[src/rtl/mul_booth_r4_pkg.sv]
// Shared types and constants for the radix-4 Booth multiplier.
package mul_booth_r4_pkg;

  // Operation codes. 2'b11 is decoded as a plain multiply.
  localparam logic [1:0] MUL_OP_MUL  = 2'b00;
  localparam logic [1:0] MUL_OP_MADD = 2'b01;
  localparam logic [1:0] MUL_OP_MSUB = 2'b10;

  // Control FSM states.
  typedef enum logic [1:0] {
    MUL_ST_IDLE = 2'b00,
    MUL_ST_CALC = 2'b01,
    MUL_ST_ACC  = 2'b10,
    MUL_ST_DONE = 2'b11
  } mul_state_e;

  // Booth recoding of one 3-bit multiplier group into a signed digit selector.
  typedef enum logic [2:0] {
    BSEL_ZERO = 3'd0,
    BSEL_P1   = 3'd1,
    BSEL_P2   = 3'd2,
    BSEL_M1   = 3'd3,
    BSEL_M2   = 3'd4
  } booth_sel_e;

  function automatic booth_sel_e booth_decode(input logic [2:0] grp);
    booth_sel_e s;
    unique case (grp)
      3'b001, 3'b010: s = BSEL_P1;
      3'b011:         s = BSEL_P2;
      3'b100:         s = BSEL_M2;
      3'b101, 3'b110: s = BSEL_M1;
      default:        s = BSEL_ZERO;
    endcase
    return s;
  endfunction

endpackage

[src/rtl/booth_r4_sel.sv]
// Radix-4 Booth partial-product selector: picks 0, +-M or +-2M for one group.
module booth_r4_sel
  import mul_booth_r4_pkg::*;
#(
  parameter int WIDTH = 32
) (
  input  logic [2:0]       grp_i,
  input  logic [WIDTH+1:0] mcand_i,
  output logic [WIDTH+2:0] pp_o
);

  logic [WIDTH+2:0] m1;
  logic [WIDTH+2:0] m2;

  assign m1 = {mcand_i[WIDTH+1], mcand_i};
  assign m2 = {mcand_i, 1'b0};

  // Partial product for the decoded Booth digit, one bit wider than M to hold 2M.
  always_comb begin
    pp_o = '0;
    unique case (booth_decode(grp_i))
      BSEL_P1: pp_o = m1;
      BSEL_P2: pp_o = m2;
      BSEL_M1: pp_o = -m1;
      BSEL_M2: pp_o = -m2;
      default: pp_o = '0;
    endcase
  end

endmodule

[src/rtl/mul_booth_r4.sv]
// Iterative radix-4 Booth multiplier with MADD/MSUB accumulate, valid/ready issue,
// one-cycle done pulse and flush abort.
module mul_booth_r4
  import mul_booth_r4_pkg::*;
#(
  parameter int WIDTH = 32
) (
  input  logic                 clk,
  input  logic                 reset,
  input  logic                 valid,
  output logic                 ready,
  input  logic                 flag_unsigned,
  input  logic [1:0]           op,
  input  logic [WIDTH-1:0]     mul1,
  input  logic [WIDTH-1:0]     mul2,
  input  logic [2*WIDTH-1:0]   acc,
  input  logic                 flush,
  output logic [2*WIDTH-1:0]   result,
  output logic                 done,
  output logic                 busy
);

  localparam int ITER = (WIDTH + 2) / 2;
  localparam int CW   = $clog2(ITER + 1);
  localparam logic [CW-1:0] CNT_LAST = CW'(ITER);

  mul_state_e          state_q, state_d;
  logic [CW-1:0]       cnt_q, cnt_d;
  logic [WIDTH+1:0]    mcand_q, mcand_d;   // extended multiplicand M
  logic [WIDTH+2:0]    hi_q, hi_d;         // running upper half of the product
  logic [WIDTH+1:0]    lo_q, lo_d;         // multiplier, refilled with product bits
  logic                bm1_q, bm1_d;       // b[2i-1] for the next group
  logic [2*WIDTH-1:0]  acc_q, acc_d;
  logic [1:0]          op_q, op_d;
  logic [2*WIDTH-1:0]  p_q, p_d;           // finished product handed to the ACC adder
  logic [2*WIDTH-1:0]  result_q, result_d;

  logic                accept;
  logic [2:0]          grp;
  logic [WIDTH+2:0]    pp;
  logic [WIDTH+2:0]    sum;
  logic [2*WIDTH-1:0]  prod;

  assign ready  = ((state_q == MUL_ST_IDLE) || (state_q == MUL_ST_DONE)) & ~flush;
  assign busy   = (state_q == MUL_ST_CALC) || (state_q == MUL_ST_ACC);
  assign done   = (state_q == MUL_ST_DONE);
  assign result = result_q;
  assign accept = valid & ready;

  assign grp  = {lo_q[1:0], bm1_q};
  assign sum  = hi_q + pp;
  assign prod = {hi_q[WIDTH-3:0], lo_q};

  booth_r4_sel #(.WIDTH(WIDTH)) u_sel (
    .grp_i   (grp),
    .mcand_i (mcand_q),
    .pp_o    (pp)
  );

  // Next-state and datapath: accept/load, Booth step, product hand-off, accumulate.
  always_comb begin
    state_d  = state_q;
    cnt_d    = cnt_q;
    mcand_d  = mcand_q;
    hi_d     = hi_q;
    lo_d     = lo_q;
    bm1_d    = bm1_q;
    acc_d    = acc_q;
    op_d     = op_q;
    p_d      = p_q;
    result_d = result_q;
    unique case (state_q)
      MUL_ST_IDLE, MUL_ST_DONE: begin
        if (accept) begin
          // Two extra bits keep unsigned operands positive under Booth recoding.
          mcand_d = flag_unsigned ? {2'b00, mul1} : {{2{mul1[WIDTH-1]}}, mul1};
          lo_d    = flag_unsigned ? {2'b00, mul2} : {{2{mul2[WIDTH-1]}}, mul2};
          hi_d    = '0;
          bm1_d   = 1'b0;
          cnt_d   = '0;
          acc_d   = acc;
          op_d    = op;
          state_d = MUL_ST_CALC;
        end else begin
          state_d = MUL_ST_IDLE;
        end
      end
      MUL_ST_CALC: begin
        if (flush) begin
          state_d = MUL_ST_IDLE;
        end else if (cnt_q == CNT_LAST) begin
          // Register the product so the wide ACC adder starts from a flop.
          p_d     = prod;
          state_d = MUL_ST_ACC;
        end else begin
          hi_d  = {{2{sum[WIDTH+2]}}, sum[WIDTH+2:2]};
          lo_d  = {sum[1:0], lo_q[WIDTH+1:2]};
          bm1_d = lo_q[1];
          cnt_d = cnt_q + 1'b1;
        end
      end
      MUL_ST_ACC: begin
        if (flush) begin
          state_d = MUL_ST_IDLE;
        end else begin
          unique case (op_q)
            MUL_OP_MADD: result_d = acc_q + p_q;
            MUL_OP_MSUB: result_d = acc_q - p_q;
            default:     result_d = p_q;
          endcase
          state_d = MUL_ST_DONE;
        end
      end
      default: state_d = MUL_ST_IDLE;
    endcase
  end

  // State and datapath registers; reset clears everything, aborting any op.
  always_ff @(posedge clk or negedge reset) begin
    if (!reset) begin
      state_q  <= MUL_ST_IDLE;
      cnt_q    <= '0;
      mcand_q  <= '0;
      hi_q     <= '0;
      lo_q     <= '0;
      bm1_q    <= 1'b0;
      acc_q    <= '0;
      op_q     <= '0;
      p_q      <= '0;
      result_q <= '0;
    end else begin
      state_q  <= state_d;
      cnt_q    <= cnt_d;
      mcand_q  <= mcand_d;
      hi_q     <= hi_d;
      lo_q     <= lo_d;
      bm1_q    <= bm1_d;
      acc_q    <= acc_d;
      op_q     <= op_d;
      p_q      <= p_d;
      result_q <= result_d;
    end
  end

endmodule

[config.mk]
export PLATFORM = sky130hd
export DESIGN_NAME = mul_booth_r4
export DESIGN_NICKNAME = d
export VERILOG_FILES = /design/src/rtl/mul_booth_r4_pkg.sv /design/src/rtl/booth_r4_sel.sv /design/src/rtl/mul_booth_r4.sv
export SDC_FILE = /design/constraint.sdc
export NUM_CORES = 1
export LEC_CHECK = 0
export BUFFER_PORTS_ARGS = -buffer_cell sky130_fd_sc_hd__buf_2
export CORE_MARGIN = 2
export CORE_UTILIZATION = 55
export CTS_CLUSTER_SIZE = 10
export DETAILED_ROUTE_END_ITERATION = 8
export GPL_ROUTABILITY_DRIVEN = 0
export GPL_TIMING_DRIVEN = 1
export PLACE_DENSITY = 0.86
export SETUP_SLACK_MARGIN = 0.05
export SLEW_MARGIN = 20
export SYNTH_ARGS = -nofsm -noshare
export SYNTH_HDL_FRONTEND = slang
export SYNTH_SLANG_ARGS = --single-unit
export TNS_END_PERCENT = 10
[constraint.sdc]
create_clock -name clk -period 6.05 [get_ports clk]
set_input_delay 0.605 -clock clk [delete_from_list [all_inputs] [get_ports clk]]
set_output_delay 0.605 -clock clk [all_outputs]
set_load 0.02 [all_outputs]
* After elaboration in Yosys (flattened, before gate mapping)
Index checks and enable logic that the tools add are counted.
Storage, ports and cells: register bits 305, input bits 135, output and inout bits 67, word-level logic and storage cells 76
Cells by class: add/subtract/negate cells 6, equal/unequal tests 20, muxes and demuxes 26, bitwise operators 3, reductions and logical operators 11
Operators by type and width (number):
- 34-bit 2-to-1 mux | 5
- 35-bit case mux with 4 select lines | 1
- 64-bit case mux with 2 select lines | 1
- 35-bit 2-to-1 mux | 3
- 35-bit negation | 2
- 35-bit case mux with 2 select lines | 1
- 34-bit case mux with 2 select lines | 1
- 64-bit adder | 1
- 64-bit subtractor | 1
- 35-bit adder | 1
- 5-bit 2-to-1 mux | 3
- 3-bit by 2-bit == test with 1-bit output (second input constant) | 4
- 3-bit == test (second input constant) | 4
- 3-bit case mux with 4 select lines | 1
- 5-bit case mux with 2 select lines | 1
- 2-bit == test (second input constant) | 3
- 3-bit by 1-bit == test with 1-bit output (second input constant) | 2
- 2-bit 2-to-1 mux | 3
- 2-bit != test (second input constant) | 3
- 2-bit case mux with 3 select lines | 1
- 2-bit OR reduction | 3
- 5-bit by 1-bit adder with 5-bit output (second input constant) | 1
- 5-bit == test (second input constant) | 1
- 2-bit by 1-bit == test with 1-bit output (second input constant) | 2
- other kinds (11) | 17

* Depth between registers and ports, before layout
word-level depth 9, depth in mapped cells 23, depth with buffers taken out 23

* Cells and area by module
Synthesis repeated with hierarchy kept, for this count alone.
Second synthesis, totals: cell total of the unflattened synthesis 2325, area, all modules 20782.4 um2
Modules (own cells, without submodules):
- mul_booth_r4 | times used 1, cells each 2003, area each 18753.0 um2, sequential area each 7557.2 um2
- booth_r4_sel | times used 1, cells each 322, area each 2029.4 um2, sequential area each 0.0 um2

* Worst setup path after synthesis
Ideal clock, no wire load.
path kind reg2reg, start point register mcand_q[0], end point register hi_q[26], setup time 0.122 ns, data arrival time 5.263 ns, data required time 5.928 ns, slack 0.665 ns, cell stages (with the launch flop) 21, path buffers 0, clock period less this slack 5.385 ns, cell sequence dfrtp_1 -> inv_1 -> ha_1 -> or3b_2 -> nor4_1 -> nand2b_1 -> or3_1 -> or3_1 -> nand2_1 -> xor2_1 -> o21ai_0 -> ha_1 -> a21oi_1 -> a21oi_1 -> o311a_1 -> o31a_1 -> o31ai_1 -> o21ai_0 -> and2_1 -> or3_1 -> a32o_1
On the way: cells in the longest elaborated chain, start to end 6, elaborated cells between the ends (all ways) 7, classes of those cells add/sub (3); mux (4)
RTL lines:
- start: declaration | RTL line mul_booth_r4.sv:29 | logic [WIDTH+1:0] mcand_q, mcand_d;
- start signal: assignment | RTL line mul_booth_r4.sv:134 | mcand_q <= mcand_d;
- 35-bit negation, on equally long branches | RTL line booth_r4_sel.sv:24, booth_r4_sel.sv:25
- 35-bit case mux with 4 select lines (*) | RTL line booth_r4_sel.sv:21 | unique case (booth_decode(grp_i))
- 35-bit adder (*) | RTL line mul_booth_r4.sv:51 | assign sum = hi_q + pp;
- 35-bit 2-to-1 mux (*) | RTL line mul_booth_r4.sv:91 | end else if (cnt_q == CNT_LAST) begin
- 35-bit 2-to-1 mux (*) | RTL line mul_booth_r4.sv:89 | if (flush) begin
- 35-bit case mux with 2 select lines (*) | RTL line mul_booth_r4.sv:72 | unique case (state_q)
- end signal: assignment | RTL line mul_booth_r4.sv:135 | hi_q <= hi_d;
- end: declaration | RTL line mul_booth_r4.sv:30 | logic [WIDTH+2:0] hi_q, hi_d;
Every way passes the cells marked *; elsewhere a longest branch is shown, timed or not. The select of a mux whose other input is x is not followed. A chain may end at the register's enable or synchronous reset.

* Worst setup path after layout
Same ends and word-level chain as after synthesis.

==> impl_metrics.json <==
{
  "die_w_um": 196.7,
  "critical_path.startpoint": "mcand_q[0]",
  "cts_tree": "yes",
  "via_per_inst": 6.497,
  "synth_top_area_frac": 0.3700,
  "ys.flop_type": "dfrtp_1",
  "drv_cap": 0,
  "ff2ff_path_depth": 20,
  "ant_nets": 0,
  "clk_latency_ps": 570,
  "finalClockSkew_ps": 35.43,
  "clockRootBuffer": "clkbuf_16",
  "cts_buffer_depth": 3,
  "slowest_stage": "or3b_2",
  "r2r_slack_ps": 420,
  "async_flop_share": 1.000,
  "crit_buf_inv": 1,
  "period_needed_ps": 5630,
  "power.density_nw_per_um2": 391.1,
  "cp.depth": 20,
  "grt_pass1_vias": 18300,
  "drt_iter0_markers": 2177,
  "antenna_found_initial": 1,
  "avgRoutedWirePerCell_um": 20.35,
  "row_count": 70,
  "cts_resized": 0,
  "preCtsSetupSlack_ps": 102.9,
  "die_h_um": 196.7,
  "drc": 0,
  "r2r-end": "hi_q[26]",
  "netlist_area_sq_um": 20430,
  "grt_pass1_wl_um": 94600,
  "syn_inst": 2304,
  "cp_top_family": "simple AND/OR/NAND/NOR gates",
  "die-area_sq_um": 38700,
  "crit_arrival_ps": 6060,
  "status": "completed",
  "crit_type": "flip-flop to flip-flop",
  "drt_pass1_iterations": 7,
  "fin_tns_setup_ps": 0,
  "cp_max_fo": 6,
  "drive_above_1_share": 0.1909,
  "avgSynthCellArea_sq_um": 8.866,
  "setup_viol": 0,
  "synth_edf_count": 0,
  "whs_ps": 19.81,
  "slowest_delay_ps": 520,
  "io_pins": 202,
  "met1_length_um": 23640,
  "nNetsFinal": 2687,
  "cpMostUsedCell": "or3_1",
  "drv_slew": 0,
  "synthTopCellsByArea": "dfrtp_1, mux2_2, ha_1, xnor2_1, a21oi_1",
  "leakage_uw": 0.01046,
  "clk_pin_slew_ps": 60,
  "yosysWarnings": 0,
  "critical_path_required_ps": 6480,
  "hp-class": "primary input to asynchronous set/reset pin",
  "dr_wl_met3_um": 5974,
  "hold_buffers": 0,
  "synth.distinct_cells": 83,
  "track_usage": 0.3046,
  "hold_viol": 0,
  "wirelength_um": 59540,
  "clock-sinks": 302,
  "vias": 19010,
  "rsz0062_at_grt": "false",
  "syn_to_final_growth_pct": 11.99,
  "rr_startpoint": "mcand_q[0]",
  "setup_ws_ps": 420.2,
  "synth-seq-cells": 302,
  "htreeDepth": 2,
  "fmax_ghz": 0.1776,
  "yosysTopAreaCell": "dfrtp_1",
  "ir_drop_mv": 0.3071,
  "highest_layer": "met4",
  "end_kind": "flip-flop",
  "cts_buffers": 38,
  "worstMarginPinSlew_ps": 1105,
  "start_kind": "flip-flop",
  "slew_headroom": 0.2574,
  "cp-endpoint": "hi_q[26]",
  "hpwl_um": 43170,
  "grt_remaining_overflow": 0,
  "finalCritPeriodShare": 0.9305,
  "wl_met2_um": 26730,
  "postCtsSetupRepairBufs": 0,
  "grt_max_degree": 102,
  "seq_area_frac_synth": 0.3700,
  "path_cells": "inv_1 > ha_1 > or3b_2 > nor4_2 > nand2b_1 > or3_1 > or3_1 > nand2_1 > xor2_1 > o21ai_0 > ha_1 > a21oi_2 > a21oi_1 > o311a_1 > o31a_1 > o31ai_1 > o21ai_0 > and2_1 > or3_1 > a32o_1",
  "core_area_sq_um": 36610,
  "synth_nets": 2546,
  "initial_utilization": 0.5580,
  "portBuffers": 201
}
[logic make-up (layout without fill, tap and decap cells)]
group                    after synthesis  in the layout  synth area share
buffers and inverters                171            324           0.03344
adder cells (fa/ha/maj)              107            107           0.06627
AND/OR/NAND/NOR                      720            720            0.1643
multiplexers                         169            169           0.09261
other                                  0              1                 0
AO/OA/AOI/OAI                        655            655            0.1959
flip-flops                           302            302            0.3700
XOR/XNOR                             180            180           0.07755
[power by group]
| group | switching [uW] | leakage [uW] | internal (uW) |
|---|---|---|---|
| combinational | 2460 | 0.00605 | 1640 |
| sequential | 423 | 0.00388 | 2350 |
| clock | 849 | 0.000528 | 1220 |
| total | 3730 | 0.0105 | 5210 |
[sequential cells by signal, summed over array words and instances, names as in the netlist]
name,cells
lo_q,34
state_q,2
cnt_q,5
p_q,64
mcand_q,33
hi_q,33
acc_q,64
op_q,2
bm1_q,1
result,64
[final cells by class]
type	count	area [sq um]
Inverter	47	176.4
Clock buffer	44	973.4
Clock inverter	8	115.1
Antenna cell	1	2.502
Fill cell	2921	13730
Tap cell	468	585.6
Timing Repair Buffer	225	1209
Multi-Input combinational cell	1831	12260
Sequential cell	302	7557
[worst min-delay path by stage]
stage,cells past startpoint,endpoint
global placement,1,cnt_q[4]
global route,1,p_q[4]
finish,1,p_q[4]
detailed placement,2,result[7]
floorplan,0,acc_q[0]
CTS,1,p_q[11]
[routing by layer]
| layer | GRT usage | vias to the layer above |
|---|---|---|
| li1 | - | 8626 |
| met2 | 0.4828 | 1139 |
| met5 | 0 | - |
| met4 | 0.1495 | 0 |
| met1 | 0.3972 | 8990 |
| met3 | 0.06622 | 255 |
[per-stage QoR]
| step | instance area, sq um | power [uW] | utilization | cells |
|---|---|---|---|---|
| 2_1_floorplan | 20430 | 5680 | - | 2304 |
| 3_3_place_gp | 21750 | 6537 | 0.5941 | 2873 |
| 3_5_place_dp | 21750 | 6727 | 0.5941 | 2873 |
| 4_1_cts | 22840 | 8825 | 0.6238 | 2925 |
| 5_1_grt | 22880 | 9485 | 0.6248 | 2926 |
| 6_report | 22880 | 8948 | 0.6248 | 2926 |
[synth_stat cells (14+ instances only)]
master    count
nand2b_1     14
o22ai_1      37
mux2_2      160
inv_1        46
xnor2_1     119
o21ai_0     181
nor3_1       77
and3_1       22
a21o_1       45
nand4_1      23
clkbuf_1    106
a22oi_1      18
a21oi_1     202
o21bai_1     17
nand3_1      32
a31oi_1      28
xor2_1       60
dfrtp_1     302
ha_1        105
or3_1        34
nor4_1       14
nand2_1     229
o31ai_1      16
nor2_1      215
[layout by cell type, fill, tap and decap left out, drive strengths merged, types with 37 or more instances in the layout]
master and count:
a21oi 202, dfrtp 302, nand2 229, inv 48, xor2 60, o21ai 182
mux2 160, or3 37, buf 225, o22ai 37, a21o 45, nor3 78
clkbuf 44, ha 105, nor2 215, xnor2 120
No activity file was read; power rests on OpenSTA's default activity.
